<file path="src/rtl/alu_writeback.sv">
// Writeback stage behind the combinational ALU: drives the register-file write port
// (one beat, or low/high beats for MUL), holds the Z/C flag register and counts retired ops.
module alu_writeback #(
  parameter int          DATA_W     = 32,
  parameter int          REG_ADDR_W = 5,
  parameter logic [3:0]  MUL_OP     = 4'b0010
) (
  input  logic                    clk,
  input  logic                    rst,
  input  logic                    in_valid,
  output logic                    in_ready,
  input  logic [3:0]              alu_opcode,
  input  logic [2*DATA_W-1:0]     data_in,
  input  logic                    z_flag_in,
  input  logic                    carry_flag_in,
  input  logic                    flag_we,
  input  logic [REG_ADDR_W-1:0]   rd_addr,
  input  logic [REG_ADDR_W-1:0]   rd_hi_addr,
  output logic                    rf_we,
  output logic [REG_ADDR_W-1:0]   rf_waddr,
  output logic [DATA_W-1:0]       rf_wdata,
  output logic                    z_flag_q,
  output logic                    carry_flag_q,
  output logic [31:0]             retire_count,
  output logic                    busy
);

  localparam logic [1:0] IDLE  = 2'd0;
  localparam logic [1:0] WR_LO = 2'd1;
  localparam logic [1:0] WR_HI = 2'd2;

  logic [1:0]            state_reg, state_next;
  logic                  is_mul_reg;
  logic [DATA_W-1:0]     data_hi_reg;
  logic [REG_ADDR_W-1:0] rd_hi_reg;
  logic                  rf_we_reg;
  logic [REG_ADDR_W-1:0] rf_waddr_reg;
  logic [DATA_W-1:0]     rf_wdata_reg;
  logic                  z_flag_reg, carry_flag_reg;
  logic [31:0]           retire_count_reg;
  logic [DATA_W-1:0]     in_word [2];
  logic                  accept;
  logic                  last_beat;

  genvar gi;
  generate
    for (gi = 0; gi < 2; gi++) begin : g_word
      assign in_word[gi] = data_in[gi*DATA_W +: DATA_W];
    end
  endgenerate

  // The low beat is registered straight from the inputs on accept, so only the
  // high half and its address need to be held for a MUL.
  assign in_ready  = !rst && ((state_reg == IDLE) ||
                              (state_reg == WR_LO && !is_mul_reg) ||
                              (state_reg == WR_HI));
  assign accept    = in_valid && in_ready;
  assign last_beat = (state_reg == WR_LO && !is_mul_reg) || (state_reg == WR_HI);

  always_comb begin
    state_next = state_reg;
    case (state_reg)
      IDLE:    if (accept) state_next = WR_LO;
      WR_LO:   if (is_mul_reg) state_next = WR_HI;
               else state_next = accept ? WR_LO : IDLE;
      WR_HI:   state_next = accept ? WR_LO : IDLE;
      default: state_next = IDLE;
    endcase
  end

  always_ff @(posedge clk) begin
    if (rst) begin
      state_reg        <= IDLE;
      is_mul_reg       <= 1'b0;
      data_hi_reg      <= '0;
      rd_hi_reg        <= '0;
      rf_we_reg        <= 1'b0;
      rf_waddr_reg     <= '0;
      rf_wdata_reg     <= '0;
      z_flag_reg       <= 1'b0;
      carry_flag_reg   <= 1'b0;
      retire_count_reg <= '0;
    end else begin
      state_reg <= state_next;
      if (last_beat)
        retire_count_reg <= retire_count_reg + 32'd1;
      if (accept) begin
        is_mul_reg   <= (alu_opcode == MUL_OP);
        data_hi_reg  <= in_word[1];
        rd_hi_reg    <= rd_hi_addr;
        rf_we_reg    <= (rd_addr != '0);
        rf_waddr_reg <= rd_addr;
        rf_wdata_reg <= in_word[0];
        if (flag_we) begin
          z_flag_reg     <= z_flag_in;
          carry_flag_reg <= carry_flag_in;
        end
      end else if (state_reg == WR_LO && is_mul_reg) begin
        rf_we_reg    <= (rd_hi_reg != '0);
        rf_waddr_reg <= rd_hi_reg;
        rf_wdata_reg <= data_hi_reg;
      end else begin
        rf_we_reg <= 1'b0;
      end
    end
  end

  assign rf_we        = rf_we_reg;
  assign rf_waddr     = rf_waddr_reg;
  assign rf_wdata     = rf_wdata_reg;
  assign z_flag_q     = z_flag_reg;
  assign carry_flag_q = carry_flag_reg;
  assign retire_count = retire_count_reg;
  assign busy         = (state_reg != IDLE);

endmodule
</file>
<file path="config.mk">
export PLATFORM = sky130hd
export DESIGN_NAME = alu_writeback
export DESIGN_NICKNAME = d
export VERILOG_FILES = /design/src/rtl/alu_writeback.sv
export SDC_FILE = /design/constraint.sdc
export NUM_CORES = 1
export LEC_CHECK = 0
export CAP_MARGIN = 0
export CORE_ASPECT_RATIO = 1.75
export CORE_MARGIN = 5
export CORE_UTILIZATION = 40
export DETAILED_ROUTE_END_ITERATION = 16
export PLACE_DENSITY = 0.71
export SYNTH_ARGS = -nofsm -noshare
export SYNTH_HDL_FRONTEND = slang
export SYNTH_SLANG_ARGS = --single-unit
</file>
<file path="constraint.sdc">
create_clock -name clk -period 2.45 [get_ports clk]
set_input_delay 0.49 -clock clk [delete_from_list [all_inputs] [get_ports clk]]
set_output_delay 0.49 -clock clk [all_outputs]
set_load 0.01 [all_outputs]
</file>
==> impl_metrics.csv <==
group,metric,value,unit
sta,setup_violations,0,
detailed_routing,dr.first_iter.drc_count,161,
setup_path,worst_setup_path_end_kind,"output pin",
floorplanning,ios,158,
detailed_routing,routed_via_density,5.365,
cells_and_area,drive_gt1_share,5.263,%
sta,slew_violations,0,
place,dp.final_hpwl,9647,um
power,vdd.ir_drop.worst,0.3513,mV
detailed_routing,vias,4394,
grt,grt_pass1_vias,4502,
clocking,insertion_delay,0.35,ns
sta,min_period,2.378,ns
worst_hold_path,hold_path.class,"in -> reg",
setup_path,crit_path_start_kind,"flip-flop",
sta,finalCritPeriodShare,97.06,%
power,powerDensity,572.3,mW/mm2
synth,ys_dominant_reg_cell,"dfxtp_1",
clocking,tritoncts,"yes",
cells_and_area,fin_nets,764,
clocking,cts_htree_levels,3,
synth,synth_compound_area_share,15.54,%
synth,synth.distinct_cells,35,
run_status,outcome,"complete, no violations",
sta,rsz0062_at_grt,"false",
floorplanning,coreArea,0.01158,mm2
floorplanning,die_width,92.25,um
clocking,cts_buffers,9,
synth,synthAdderAreaFrac,0.2642,%
synth,muxShareOfSynthArea,10.41,%
floorplanning,initial_core_util,40.89,%
grt,grt_pass1_wl,22010,um
clocking,max-clock-path-buffers,2,
clocking,cts_sinks,112,
synth,synth_fp_nets,630,
synth,synth_xor_xnor_area_share,1.295,%
run,drv_cap,0,
setup_path,critPathKind,"reg -> out",
detailed_routing,wire_per_inst,16.51,um
detailed_routing,routed_wl,13520,um
cells_and_area,nFillCells,1061,
cells_and_area,area_growth,41.66,%
cells_and_area,n_antenna_cell,0,
floorplanning,rows,52,
synth,syn_area,0.004736,mm2
setup_path,critPathRequiredTime,1.96,ns
setup_path,worst-endpoint-arrival,1.89,ns
clocking,ctsResizeCount,0,
setup_path,cp_max_fo,4,
cells_and_area,seq_area,0.002242,mm2
synth,synth.avg_cell_area,8.690,um2
clocking,cts_setup_buffers,0,
clocking,cts_root_buf,"clkbuf_16",
place,gp_congestion,0.7909,
clocking,clkTransAtPathRegs,0.07,ns
sta,tns,0,ns
cells_and_area,multi_input_area,0.002316,mm2
synth,synth_top_family_by_area,"simple AND/OR/NAND/NOR gates",
place,io_buffers,157,
floorplanning,die_area,0.01420,mm2
detailed_routing,dr.pass1.iters,4,
synth,synth-simple-area-share,21.40,%
sta,max_freq,0.4205,GHz
synth,synthCells,545,
sta,holdWs,0.3689,ns
detailed_routing,drc,0,
grt,grt_usage,19.05,%
synth,synthArstFlopShare,0,%
synth,synth-edff-count,0,
sta,relSlewSlack,34.48,%
synth,yosysSeqAreaShare,47.34,%
grt,antenna_found_initial,0,
sta,hold_viol,0,
synth,synth_seq_cells,112,
detailed_routing,ant_nets,0,
sta,skew,0.008428,ns
sta,timing_worst_slew_pin_value,0.9785,ns
floorplanning,die_h,153.9,um
synth,ys.warnings.count,0,
grt,grt_start_max_net_pins,121,
grt,gr-total-overflow,0,
power,power_leakage,2.606,nW
clocking,hold_buffers,0,
[report_power, final]
part,total [mW],internal (mW),leakage (nW),switching [mW]
Sequential,1.94,1.89,0.915,0.0418
Combinational,0.461,0.267,1.55,0.194
Clock,1.44,0.740,0.145,0.704
[cell families after synthesis]
logic type               count (synthesis)
AO/OA/AOI/OAI                          119
XOR/XNOR                                 7
adder cells (fa/ha/maj)                  1
buffers and inverters                   46
flip-flops                             112
multiplexers                            48
AND/OR/NAND/NOR                        212
[per-stage QoR]
step | instance area [um2] | util, % | setup WS [ns] | std cells | total power [mW]
global route | 6709 | 57.93 | 0.003796 | 819 | 3.994
global placement | 6417 | 55.41 | 0.3474 | 803 | 2.431
finish | 6709 | 57.93 | 0.07193 | 819 | 3.840
detailed placement | 6417 | 55.41 | 0.3172 | 803 | 2.443
floorplan | 4736 | - | 0.6714 | 545 | 2.156
CTS | 6709 | 57.93 | 0.03059 | 819 | 3.885
[path summary, 6_finish.rpt]
path                        start                to  slack [ns]  cells past startpoint
hold / removal                rst      rf_wdata[14]        0.37                      2
hold reg to reg   data_hi_reg[28]   data_hi_reg[28]        0.46                      2
setup / recovery       is_mul_reg          in_ready        0.07                      3
setup reg to reg     state_reg[0]  retire_count[31]        0.36                      4
[cell type report]
type,instances,share of cell area (%)
multi-input combinational,387,34.52
clock buffer,10,3.562
sequential,112,33.42
tap,135,2.518
timing repair buffer,164,24.92
inverter,5,0.2797
clock inverter,6,0.7833
[worst max-delay path, stage by stage (launching register included)]
cell             delay [ns]
dfxtp_1                0.36
o21ai_0                0.43
nor2b_1                0.20
clkdlybuf4s50_1        0.55
[routing by layer]
metal | track usage [%] | wire (um) | up-vias
met5 | 0 | 0 | -
met4 | 6.237 | 223 | 0
met3 | 4.597 | 807 | 14
met2 | 34.69 | 6953 | 121
met1 | 21.50 | 5535 | 2059
li1 | - | - | 2200
[cells in the final DEF (no fill, tap or decap), drive strengths merged, types with 10 or more instances in the layout]
cell           count
a211oi            37
a21oi             54
clkbuf            10
clkdlybuf4s50    156
dfxtp            112
mux2              10
mux2i             38
nand2             83
nand3             10
nor2              57
nor2b             12
o21ai             11
o31ai             10
or4               12
[cells in the mapped netlist, types with 5 or more instances]
cell / number / area share, %
and4_1: 6 / 1.1
xor2_1: 6 / 1.1
nor2b_1: 12 / 1.6
nor2_1: 57 / 4.5
dfxtp_1: 112 / 47
nand3_1: 10 / 1.1
mux2_2: 10 / 2.4
mux2i_1: 38 / 8.0
o21ai_0: 10 / 1.1
nor4_1: 9 / 1.2
a211oi_1: 37 / 5.9
clkbuf_1: 34 / 2.7
nand2_1: 83 / 6.6
a21oi_1: 54 / 5.7
nand4_1: 5 / 0.66
o31ai_1: 10 / 1.6
or4_1: 12 / 1.9
Note: power is estimated with default switching activity, not from simulation.
